[config.mk]
export PLATFORM = sky130hd
export DESIGN_NAME = pos_sweep_ctrl
export DESIGN_NICKNAME = d
export VERILOG_FILES = /design/src/rtl/pos_sweep_ctrl.sv
export SDC_FILE = /design/constraint.sdc
export NUM_CORES = 1
export LEC_CHECK = 0
export CORE_ASPECT_RATIO = 0.8
export CORE_MARGIN = 2
export CORE_UTILIZATION = 58
export CTS_BUF_LIST = sky130_fd_sc_hd__clkbuf_4
export CTS_CLUSTER_DIAMETER = 80
export DETAILED_ROUTE_END_ITERATION = 8
export MAX_ROUTING_LAYER = met4
export PLACE_DENSITY = 0.88
export RECOVER_POWER = 25
export SETUP_SLACK_MARGIN = 0.4
export SYNTH_ARGS = -nofsm -noshare
export SYNTH_HDL_FRONTEND = slang
export SYNTH_SLANG_ARGS = --single-unit
[constraint.sdc]
create_clock -name i_clk -period 3 [get_ports i_clk]
set_clock_uncertainty 0.05 [all_clocks]
set_input_delay 0.3 -clock i_clk [delete_from_list [all_inputs] [get_ports i_clk]]
set_output_delay 0.3 -clock i_clk [all_outputs]
set_load 0.01 [all_outputs]
[src/rtl/pos_sweep_ctrl.sv]
// pos_sweep_ctrl: exhaustive 16-vector truth-table sweeper and checker for a 4-input logic block
// Ports: i_clk/i_rst (sync active-high) clock and reset; i_start/i_abort sweep control;
//        i_expected expected truth table; i_f_in function output; o_a..o_d registered drive;
//        o_busy sweep active; o_done completion pulse; o_pass result; o_captured sampled table;
//        o_fail_idx lowest mismatching vector; o_fail_cnt mismatch count
module pos_sweep_ctrl #(
   parameter int SETTLE_CYCLES = 2
) (
   input  logic        i_clk,
   input  logic        i_rst,
   input  logic        i_start,
   input  logic        i_abort,
   input  logic [15:0] i_expected,
   input  logic        i_f_in,
   output logic        o_a,
   output logic        o_b,
   output logic        o_c,
   output logic        o_d,
   output logic        o_busy,
   output logic        o_done,
   output logic        o_pass,
   output logic [15:0] o_captured,
   output logic [3:0]  o_fail_idx,
   output logic [4:0]  o_fail_cnt
);
   localparam logic [1:0] IDLE   = 2'd0;
   localparam logic [1:0] RUN    = 2'd1;
   localparam logic [1:0] FINISH = 2'd2;
   logic [1:0]  r_state;
   logic [3:0]  r_idx;
   logic [7:0]  r_cnt;
   logic [15:0] r_exp;
   logic [15:0] r_cap;
   logic [3:0]  r_fidx;
   logic [4:0]  r_fcnt;
   logic        r_pass;
   logic        w_last;
   logic        w_miss;
   assign w_last = r_cnt == 8'(SETTLE_CYCLES - 1);
   assign w_miss = i_f_in != r_exp[r_idx];
   // r_idx doubles as the drive register: it is forced to 0 whenever the sweep is not running
   assign {o_a, o_b, o_c, o_d} = r_idx;
   assign o_busy     = r_state != IDLE;
   assign o_done     = r_state == FINISH;
   assign o_pass     = r_pass;
   assign o_captured = r_cap;
   assign o_fail_idx = r_fidx;
   assign o_fail_cnt = r_fcnt;
   always_ff @(posedge i_clk) begin
      if (i_rst) begin
         r_state <= IDLE;
         r_idx   <= '0;
         r_cnt   <= '0;
         r_exp   <= '0;
         r_cap   <= '0;
         r_fidx  <= '0;
         r_fcnt  <= '0;
         r_pass  <= 1'b0;
      end else begin
         case (r_state)
            IDLE: if (i_start && !i_abort) begin
               r_exp   <= i_expected;
               r_cap   <= '0;
               r_fidx  <= '0;
               r_fcnt  <= '0;
               r_pass  <= 1'b0;
               r_idx   <= '0;
               r_cnt   <= '0;
               r_state <= RUN;
            end
            RUN: if (i_abort) begin
               r_state <= IDLE;
               r_idx   <= '0;
               r_pass  <= 1'b0;
            end else if (w_last) begin
               r_cap[r_idx] <= i_f_in;
               r_cnt        <= '0;
               if (w_miss) begin
                  r_fcnt <= r_fcnt + 5'd1;
                  if (r_fcnt == 5'd0) r_fidx <= r_idx;
               end
               if (r_idx == 4'hF) begin
                  r_state <= FINISH;
                  r_idx   <= '0;
                  // fail_cnt is still being updated this edge, so fold in the current vector
                  r_pass  <= (r_fcnt == 5'd0) && !w_miss;
               end else begin
                  r_idx <= r_idx + 4'd1;
               end
            end else begin
               r_cnt <= r_cnt + 8'd1;
            end
            default: r_state <= IDLE;
         endcase
      end
   end
endmodule

# == Word level (Yosys, flattened, before mapping) ==
# Cells that the tools add are included.
# classes
add_sub_neg,3
order_cmp,2
n_eq_ne,12
n_mux,38
reduce_logical,17
# op_table
operator,n
two-way mux 16 bit,3
two-way mux 4 bit,8
one-hot mux 16 bit (2 select lines),1
two-way mux 8 bit,3
two-way mux 5 bit,4
bitwise mux 16 bit,1
one-hot mux 4 bit (2 select lines),2
one-hot mux 8 bit (2 select lines),1
inequality test 2 bit (second input constant),5
one-hot mux 5 bit (2 select lines),1
AND reduction 3 bit,3
adder 8 x 1 -> 8 bit (second input constant),1
equality test 8 x 1 -> 1 bit (second input constant),1
two-way mux 2 bit,4
AND reduction 4 bit,2
two-way mux 1 bit,6
inequality test 3 bit (second input constant),2
AND reduction 6 bit,1
adder 5 x 1 -> 5 bit (second input constant),1
zero test 5 bit,1
less-than comparator 4 x 5 -> 1 bit (second input constant),1
AND reduction 5 bit,1
adder 4 x 1 -> 4 bit (second input constant),1
binary-select mux 1 bit (select 4 bit),1
other kinds (13),17
# totals
register_bits,56
inputBits,21
out_inout_bits,32
word_cells,80

# == Depth between registers and ports, before layout ==
# Gate-level depths: netlist of the first run.
# logic_depth
depth_word,9
mapped_depth,9

# == Worst setup path before layout of the first run ==
# No wires, ideal clock.
# synth_timing
path_kind,reg2reg
start,reg r_idx[2]
end,"reg r_fcnt[2], in the netlist o_fail_cnt[2]"
t_arrival_ns,1.976
required_ns,2.834
slack_ns,0.859
stages_incl_launch_ff,8
period_less_slack_ns,2.141
cell_sequence,dfxtp_1 > buf_6 > mux4_2 > mux2i_4 > mux2i_1 > nor3_4 > a21oi_1 > a31o_1
# synth_via
elab_chain_len,5
# synth_lines
element,line_no,rtl
start: declaration,30,logic [3:0] r_idx;
start signal: assignment,88,r_idx <= r_idx + 4'd1;
binary-select mux 1 bit (select 4 bit),40,assign w_miss = i_f_in != r_exp[r_idx];
two-way mux 1 bit (not written as such),40,
inequality test 1 bit,40,
inequality test 2 bit (no line),-,
AND reduction 5 bit (no line),-,
end signal: assignment,79,r_fcnt <= r_fcnt + 5'd1;
end: declaration,35,logic [4:0] r_fcnt;
# Every way passes these cells. The select of a mux whose other input is x is not followed.
# A chain may end at the register's enable or synchronous reset.

# == Worst setup path in the final report of the first run ==
# layout_timing
start,reg r_idx[2]
end,"reg r_fcnt[0], in the netlist o_fail_cnt[0]"
# Same word-level chain as after synthesis.

==> results of run 1 <==
[final cells by class]
| class | instances | area share [%] |
|---|---|---|
| Multi-Input combinational cell | 250 | 45.2 |
| Sequential cell | 56 | 33.1 |
| Timing Repair Buffer | 59 | 16.6 |
| Tap cell | 60 | 2.21 |
| Clock buffer | 5 | 1.11 |
| Clock inverter | 3 | 1.11 |
| Inverter | 6 | 0.664 |
[flip-flops by register name, indices dropped and copies added (netlist names)]
name	count
o_captured	16
r_exp	16
r_cnt	8
o_fail_cnt	5
o_fail_idx	4
r_idx	4
r_state	2
o_pass	1
[tightest hold or removal path, stage by stage]
cell                              delay (ns)
sky130_fd_sc_hd__clkdlybuf4s50_1        0.39
sky130_fd_sc_hd__nand2_1                0.05
sky130_fd_sc_hd__a21oi_1                0.05
[synth_stat cells (2+ instances only)]
library cell and count:
sky130_fd_sc_hd__nor3_1 10, sky130_fd_sc_hd__a22oi_1 4, sky130_fd_sc_hd__nand2b_1 2, sky130_fd_sc_hd__nand4_1 6
sky130_fd_sc_hd__buf_2 2, sky130_fd_sc_hd__clkbuf_1 18, sky130_fd_sc_hd__mux2i_4 2, sky130_fd_sc_hd__inv_1 6
sky130_fd_sc_hd__xor2_1 9, sky130_fd_sc_hd__a21oi_1 53, sky130_fd_sc_hd__nand2_1 67, sky130_fd_sc_hd__mux2i_1 7
sky130_fd_sc_hd__nor4b_1 3, sky130_fd_sc_hd__xnor2_1 3, sky130_fd_sc_hd__or3_1 2, sky130_fd_sc_hd__nor2_1 16
sky130_fd_sc_hd__nor2b_1 5, sky130_fd_sc_hd__nand3_1 7, sky130_fd_sc_hd__a21o_1 2, sky130_fd_sc_hd__dfxtp_1 56
sky130_fd_sc_hd__and4_1 5, sky130_fd_sc_hd__o21ai_0 17, sky130_fd_sc_hd__ha_1 8, sky130_fd_sc_hd__mux4_2 3
[timing repair]
item | in CTS | in global routing
endpoints found under the hold margin | 0 | 0
resized for setup | 0 | 3
buffers inserted | 0 | 0
setup endpoints to repair | 0 | 13
hold buffers | 0 | 0
[through the flow]
| stage | std cells | area, µm² | hold slack [ns] | utilization (%) |
|---|---|---|---|---|
| after floorplan | 333 | 2760 | 0.341 | - |
| final | 439 | 3390 | 0.390 | 74.2 |
| after global placement | 431 | 3320 | 0.390 | 72.6 |
| after global routing | 439 | 3390 | 0.380 | 74.2 |
| after CTS | 439 | 3390 | 0.380 | 74.3 |
| after detailed placement | 431 | 3320 | 0.400 | 72.6 |
[final timing paths]
kind	start	to	cells past startpoint
worst max-delay path	r_idx[2]	o_fail_cnt[0]	6
worst min-delay path	i_expected[14]	r_exp[14]	3
worst max register to register	r_idx[2]	o_fail_cnt[0]	6
worst min register to register	o_captured[15]	o_captured[15]	2
[logic make-up (layout without fill, tap and decap cells)]
family | count (synthesis) | in the layout | synth area share, %
AO/OA/AOI/OAI | 83 | 83 | 16.7
buffers and inverters | 27 | 73 | 4.04
XOR/XNOR | 12 | 12 | 3.81
multiplexers | 14 | 14 | 7.99
flip-flops | 56 | 56 | 40.7
AND/OR/NAND/NOR | 133 | 133 | 23.2
adder cells (fa/ha/maj) | 8 | 8 | 3.63
[report_power, final]
| group | switching (mW) | total, mW | internal [mW] | leakage (nW) |
|---|---|---|---|---|
| logic | 0.0897 | 0.162 | 0.0718 | 0.746 |
| registers | 0.0127 | 0.770 | 0.757 | 0.454 |
| clock network | 0.233 | 0.404 | 0.171 | 0.0403 |
[routing by layer]
layer	track usage, %	vias to the layer above
met4	8.90	0
li1	-	1253
met1	34.2	1213
met5	-	-
met2	42.1	104
met3	5.49	15
==> results.md, run 1 <==
- The number of max-slew violations in the final report came to 0.
- The top fanout value on the critical path is 12.
- The number of global-route vias before repair is 2357.
- The number of distinct library cells after synthesis is 44.
- The predominant post-synthesis flop cell is sky130_fd_sc_hd__dfxtp_1.
- For this design, the sink count on the clock tree is 56.
- During synthesis, Yosys emitted a total of 0 warnings.
- The core outline area is 4570 µm².
- The shortest clock period the worst path allows after layout is 2.38 ns.
- The flow ran to the end, and the final reports show no timing, DRC or antenna violations.
- At the end of routability-driven placement, the weighted congestion stood at 0.832.
- The clock reaches the later pin of the worst-skew pair after 0.39 ns.
- The pin count of the biggest net entering global routing is 57.
- The overall track demand over capacity in global routing is 26.6%.
- The count of filler cells inserted in the layout is 370.
- The total clock buffers created by CTS is 5.
- Counting stages on the worst path, the most repeated cell is sky130_fd_sc_hd__mux2i_1.
- Setup violations remaining at the end of the flow were counted as 0.
- The placed wire-length estimate is 4.52 mm.
- The post-route total power is 1.34 mW.
- The critical path goes through mux4_1 > mux2i_4 > mux2i_1 > nor3_4 > mux2i_1 > nor2_1.
- At the pin with the least slew margin, the transition time is 0.992 ns.
- The cell count after synthesis came out at 333.
- The repair_antennas step left the layout with diodes totalling 0.
- For this design, the slowest cell found on the critical path is sky130_fd_sc_hd__mux4_1.
- The count of nets left with antenna violations once routing finished came out at 0.
- TritonCTS built the clock tree.
- Counting both buffers and inverters, the worst setup path holds a total of 0.
- The post-detailed-route via-to-cell ratio is 5.89.
- The library cells used most frequently in the layout, excluding fill and tap cells, are sky130_fd_sc_hd__nand2_1 (67), sky130_fd_sc_hd__dfxtp_1 (55), sky130_fd_sc_hd__a21oi_1 (53), sky130_fd_sc_hd__clkdlybuf4s50_1 (45), sky130_fd_sc_hd__o21ai_0 (17).
- The vias after detailed routing is 2585.
- The area of combinational cells with multiple inputs is 1530 µm².
- The worst min-delay path category is in -> reg.
- The overall die height is 65.7 µm.
- The worst slew margin relative to its limit is 33.9%.
- IR analysis of the VDD net gives a maximum drop of 0.266 mV.
- The initial antenna violation count is 0.
- The setup slack of the most critical reg-to-reg path is 0.62 ns.
- The met3 wire length is 410 µm.
- After floorplanning, the core was divided into 22 placement rows.
- After detailed routing, the total wire length is 6.49 mm.
- Static timing analysis puts the maximum clock frequency at 419 MHz.
- Data on the critical path is required at its endpoint by 3.21 ns.
- In this run, the number of DRC markers left after iteration 0 of detailed routing was 170.
- Synthesis inferred 56 register bits.
- The starting utilization of the core area is 60.4%.
- In this run the top signal layer used is met4.
- In this design, the stage delay of the slowest critical-path cell is 0.64 ns.
- Summed over all cells, the static leakage comes to 1.24 nW.
- Input and output buffers added on the ports amount to 52.
- The fraction of registers with async set or reset after synthesis is 0%.
- Across all setup checks in the final design, the least slack found is 0.615 ns.
- The number of hold violations in the final report is 0.
- The post-route setup TNS is 0 ns.
- The die covers 5330 µm².
- The number of flops mapped to enable cells by yosys is 0.
- Setup repair after global routing left no endpoint under its margin.
- Max-cap violations in this run came to 0.
- The routed length per instance is 14.8 µm.
- Data on the critical path arrives at its endpoint at 2.60 ns.
- Sorting the synthesized cells by area gives the leading types as sky130_fd_sc_hd__dfxtp_1 (41%), sky130_fd_sc_hd__a21oi_1 (9.6%), sky130_fd_sc_hd__nand2_1 (9.1%), sky130_fd_sc_hd__ha_1 (3.6%), sky130_fd_sc_hd__o21ai_0 (3.1%).
- The final cycle utilization of the critical path is 79.5%.
- The library cell used as clock root buffer is sky130_fd_sc_hd__clkbuf_4.
- The length of routed met2 wiring is 3.09 mm.
- The net count of the finished layout is 407.
- The leading cell type in the layout, fill and taps excluded is sky130_fd_sc_hd__nand2_1.
- Summing the sequential cell areas from Yosys gives 40.7% of the chip area.
- Registers take 1120 µm².
- The biggest area contributor in the post-synthesis netlist is sky130_fd_sc_hd__dfxtp_1.
- Synthesis produced a netlist with a net count of 362.
- Global routing finished with a remaining overflow of 0.
- Of the cells placed in the final design, the portion with a size suffix greater than 1 is 6.86%.
- The total iterations of the first detailed-routing run is 5.
- After synthesis the cells add up to 2760 µm².
- In this run the number of H-tree levels came out at 2.
- Timing analysis after detailed placement gives a worst setup slack of 0.473 ns.
- The power per cell area is 394 nW/µm².
- Pin placement for this block handled 53 I/O pins.
- The kind of cell adding the most delay to the critical path is multiplexers.
- The first global-routing pass estimated 10.8 mm of wire.
- The met1 wire length is 2.91 mm.
- The clock slew seen by the registers of the worst setup and hold paths is 0.16 ns.
- The maximum clock insertion buffer count is 2.
- The area growth from synthesis to layout is 23.0%.
- The top cell type by area accounts for 40.7% of the synthesized area.
- The nature of the critical path endpoint is a flip-flop.
- In the routed design, unresolved DRC markers number 0.
- The mean instance size in the synthesized netlist is 8.28 µm².
- The die width is 81.1 µm.
- STA classifies the critical path startpoint as a flip-flop.
- The class of the most critical setup path is reg -> reg.
Note: power is estimated with default switching activity, not from simulation.
==> run 2: changes to the inputs <==
Settings changed: CORE_UTILIZATION 58 to 54, PLACE_DENSITY 0.88 to 0.83.
Clock period 3 ns to 2.5 ns, I/O delays scaled along.
==> run 2 against run 1 <==
Compared with the run above: clock-buffer cell count is the same; total power rose by 15%; routed wire length fell by 0.34%; combinational power increased by 32%; first-iteration DRC count shrank 22%; critical endpoint is now o_fail_idx[1].
==> results.md, run 2 (synthesized netlist as in run 1, its figures left out) <==
- The starting utilization of the core area is 55.4%.
- met2 is the most crowded layer.
- The number of global-route vias before repair is 2263.
- The total area inside the core boundary comes to 4980 µm².
- In this run switching power makes up 27.1% of total power.
- Along the worst path, the maximum fanout reaches 8.
- The die is 67.9 µm tall.
- The met2 global-route usage is 38.0%.
- The instance area after placement is 3360 µm².
- The clock network accounts for 25.9% of the total power.
- The overall track demand over capacity in global routing is 23.2%.
- Counting I/O delays and the setup requirement, the final critical path takes 2.16 ns.
- The violation count after the first detailed-route iteration is 132.
- The share of post-route cells with drive strength above 1 is 11.6%.
- In this run the clock root is driven by a sky130_fd_sc_hd__clkbuf_4.
- After the last flow step, the layout net total stands at 417.
- After layout, the worst path uses 86.2% of the clock period.
- The number of max-slew violations in the final report is 0.
- The maximum single-stage delay on the critical path is 0.55 ns.
- The first-pass GRT wire length is 10.5 mm.
- In this run the most critical hold path is launched from i_expected[2].
- The post-route total power is 1.54 mW.
- Clock-pin slew was measured on the worst setup and hold paths at 0.16 ns.
- The row count is 23.
- The leakage power summed over all cells is 1.30 nW.
- STA puts the critical path data arrival time at 2.35 ns.
- The worst min-delay path category is in -> reg.
- The initial antenna violation count is 0.
- The final cell count without fillers is 451.
- The count of filler cells inserted in the layout is 406.
- The post-place setup slack is 0.129 ns.
- After routing the design area is 3510 µm².
- The congestion estimate from routability-driven global placement came to 0.927.
- STA puts the critical path data required time at 2.70 ns.
- The depth of the CTS H-tree is 2.
- The post-detailed-route via-to-cell ratio is 5.64.
- During placement, the flow inserted port buffers numbering 52.
- The antenna cell count is 0.
- The count of cells along the worst register-to-register path is 7.
- For this block, the routed nets add up to 6.47 mm of wire.
- The slowest stage of the critical path is the sky130_fd_sc_hd__mux4_2 cell.
- The maximum clock insertion buffer count is 2.
- The launching point of the worst reg2reg path is r_idx[2].
- The final setup slack of the worst path is 0.344 ns.
- The most critical setup path has its startpoint at r_idx[2].
- The die covers 5700 µm².
- The library cell used most frequently in the layout, excluding fill and tap cells, is sky130_fd_sc_hd__nand2_1.
- The total iterations of the first detailed-routing run is 4.
- TritonCTS built the clock tree.
- The count of antenna-violating nets left after detailed routing is 0.
- The placed wire-length estimate is 4.43 mm.
- The nature of the critical path endpoint is a flip-flop.
- Global routing consumed, on the met1 layer, 30.9% of the routing resources.
- Counting the buffers created by CTS gives 5.
- Once placement completed, the tool counted placed cells totaling 438.
- The kind of start point of the critical path is a flip-flop.
- The area growth from synthesis to layout is 27.1%.
- The overall overflow remaining after global route is 0.
- Pin placement for this block handled 53 I/O pins.
- The total internal power is 1.12 mW.
- Max-cap violations in this run came to 0.
- The end of the worst register-to-register path is o_fail_idx[1].
- The number of hold violations in the final report came to 0.
- Setup repair after global routing could not meet its margin everywhere.
- The worst slew margin relative to its limit is 35.3%.
- By startpoint and endpoint, the worst setup path is classified as reg -> reg.
- Entering global routing, the biggest net connects 57 pins.
- The critical path goes through mux4_2 > mux2i_4 > buf_4 > and3_2 > o41ai_4 > a22oi_1 > nor2_1.
- After detailed routing, the average wire length per cell comes to 14.4 µm.
- In the global route stage, met3 resource usage came out at 4.22%.
- For the pin with the worst max-slew slack, the measured transition is 0.971 ns.
- The number of hold buffers added after CTS is 0.
- In the layout the commonest cells are sky130_fd_sc_hd__nand2_1 (67), sky130_fd_sc_hd__dfxtp_1 (54), sky130_fd_sc_hd__a21oi_1 (51), sky130_fd_sc_hd__clkdlybuf4s50_1 (35), sky130_fd_sc_hd__o21ai_0 (17).
- Setup violations remaining at the end of the flow were counted as 0.
- The setup slack of the most critical reg-to-reg path is 0.34 ns.
- The die width is 83.9 µm.
- The vias after detailed routing is 2542.
- Combinational cells account for 14.0% of the total power.
- The post-route setup TNS is 0 ns.
- Across the VDD grid, the largest voltage drop is 0.382 mV.
- The utilization of the core after routing is 70.4%.
- The highest achievable clock rate is 464 MHz.
- The flow ran to the end, and the final reports show no timing, DRC or antenna violations.
- At the later pin of the worst-skew pair, clock insertion delay measures 0.37 ns.
- The number of remaining DRC errors is 0.
- Following the worst setup path forward leads to its endpoint at o_fail_idx[1].
- The clock drives 56 sinks.
- The part of the power in registers is 60.1%.
- Final hold analysis gives a worst-case slack of 0.345 ns.
- In this run the power spent charging and discharging nets is 0.416 mW.
- The power per cell area is 438 nW/µm².
-- run 2: changes by cell type in the layout (fill, tap and decap cells not counted), sizes merged --
cell,change
clkinv,-1
clkinvlp,+2
dlygate4sd3,+10
clkdlybuf4s50,-10
buf,+10
bufinv,-1
-- run 2: repair_timing --
item                                    in CTS  in global routing
endpoints found under the setup margin      25                 24
setup buffers                                4                  1
cloned                                       0                  0
pin swaps                                    3                  4
hold endpoints to repair                     0                  0
gates resized for setup                     10                  4
-- run 2: worst min-delay path by stage --
stage,end,cells after the start
4_1_cts,r_exp[2],3
6_report,r_exp[2],3
2_1_floorplan,r_state[1],1
5_1_grt,r_exp[13],3
3_3_place_gp,r_exp[0],2
3_5_place_dp,r_exp[0],2
-- run 2: power groups by stage --
stage	clock [mW]	combinational, mW	sequential (mW)
after floorplan	0	0.122	0.937
after global placement	0	0.194	0.942
after detailed placement	0	0.198	0.942
after CTS	0.415	0.210	0.923
after global routing	0.444	0.235	0.925
final	0.398	0.214	0.922
-- run 2: final cells by class --
type	instances	area, µm²	area share [%]
inverter	6	22.5	0.642
clock inverter	3	23.8	0.678
multi-input combinational	250	1570	44.9
clock buffer	5	37.5	1.07
sequential	56	1130	32.1
tap	62	77.6	2.21
timing repair buffer	69	644	18.4
-- run 2: critical path: cells and delay by family (launching register included) --
family,cells,cell delay [ns]
and+or+nand+nor,2,0.26
AOI/OAI and AO/OA,2,0.31
DFF,1,0.47
muxes,2,0.78
buffers and inverters,1,0.16
-- run 2: per-layer routing --
layer	vias to the layer above	routed length, µm
met5	-	0
met3	6	349
met4	0	44
met1	1185	3010
li1	1275	-
met2	76	3060
==> run 3: changes to the inputs <==
Settings changed: CAP_MARGIN set to 10, CTS_CLUSTER_SIZE set to 10.
==> results of run 3 <==
Same layout as run 2: the final DEF is identical, and so are final timing and power.
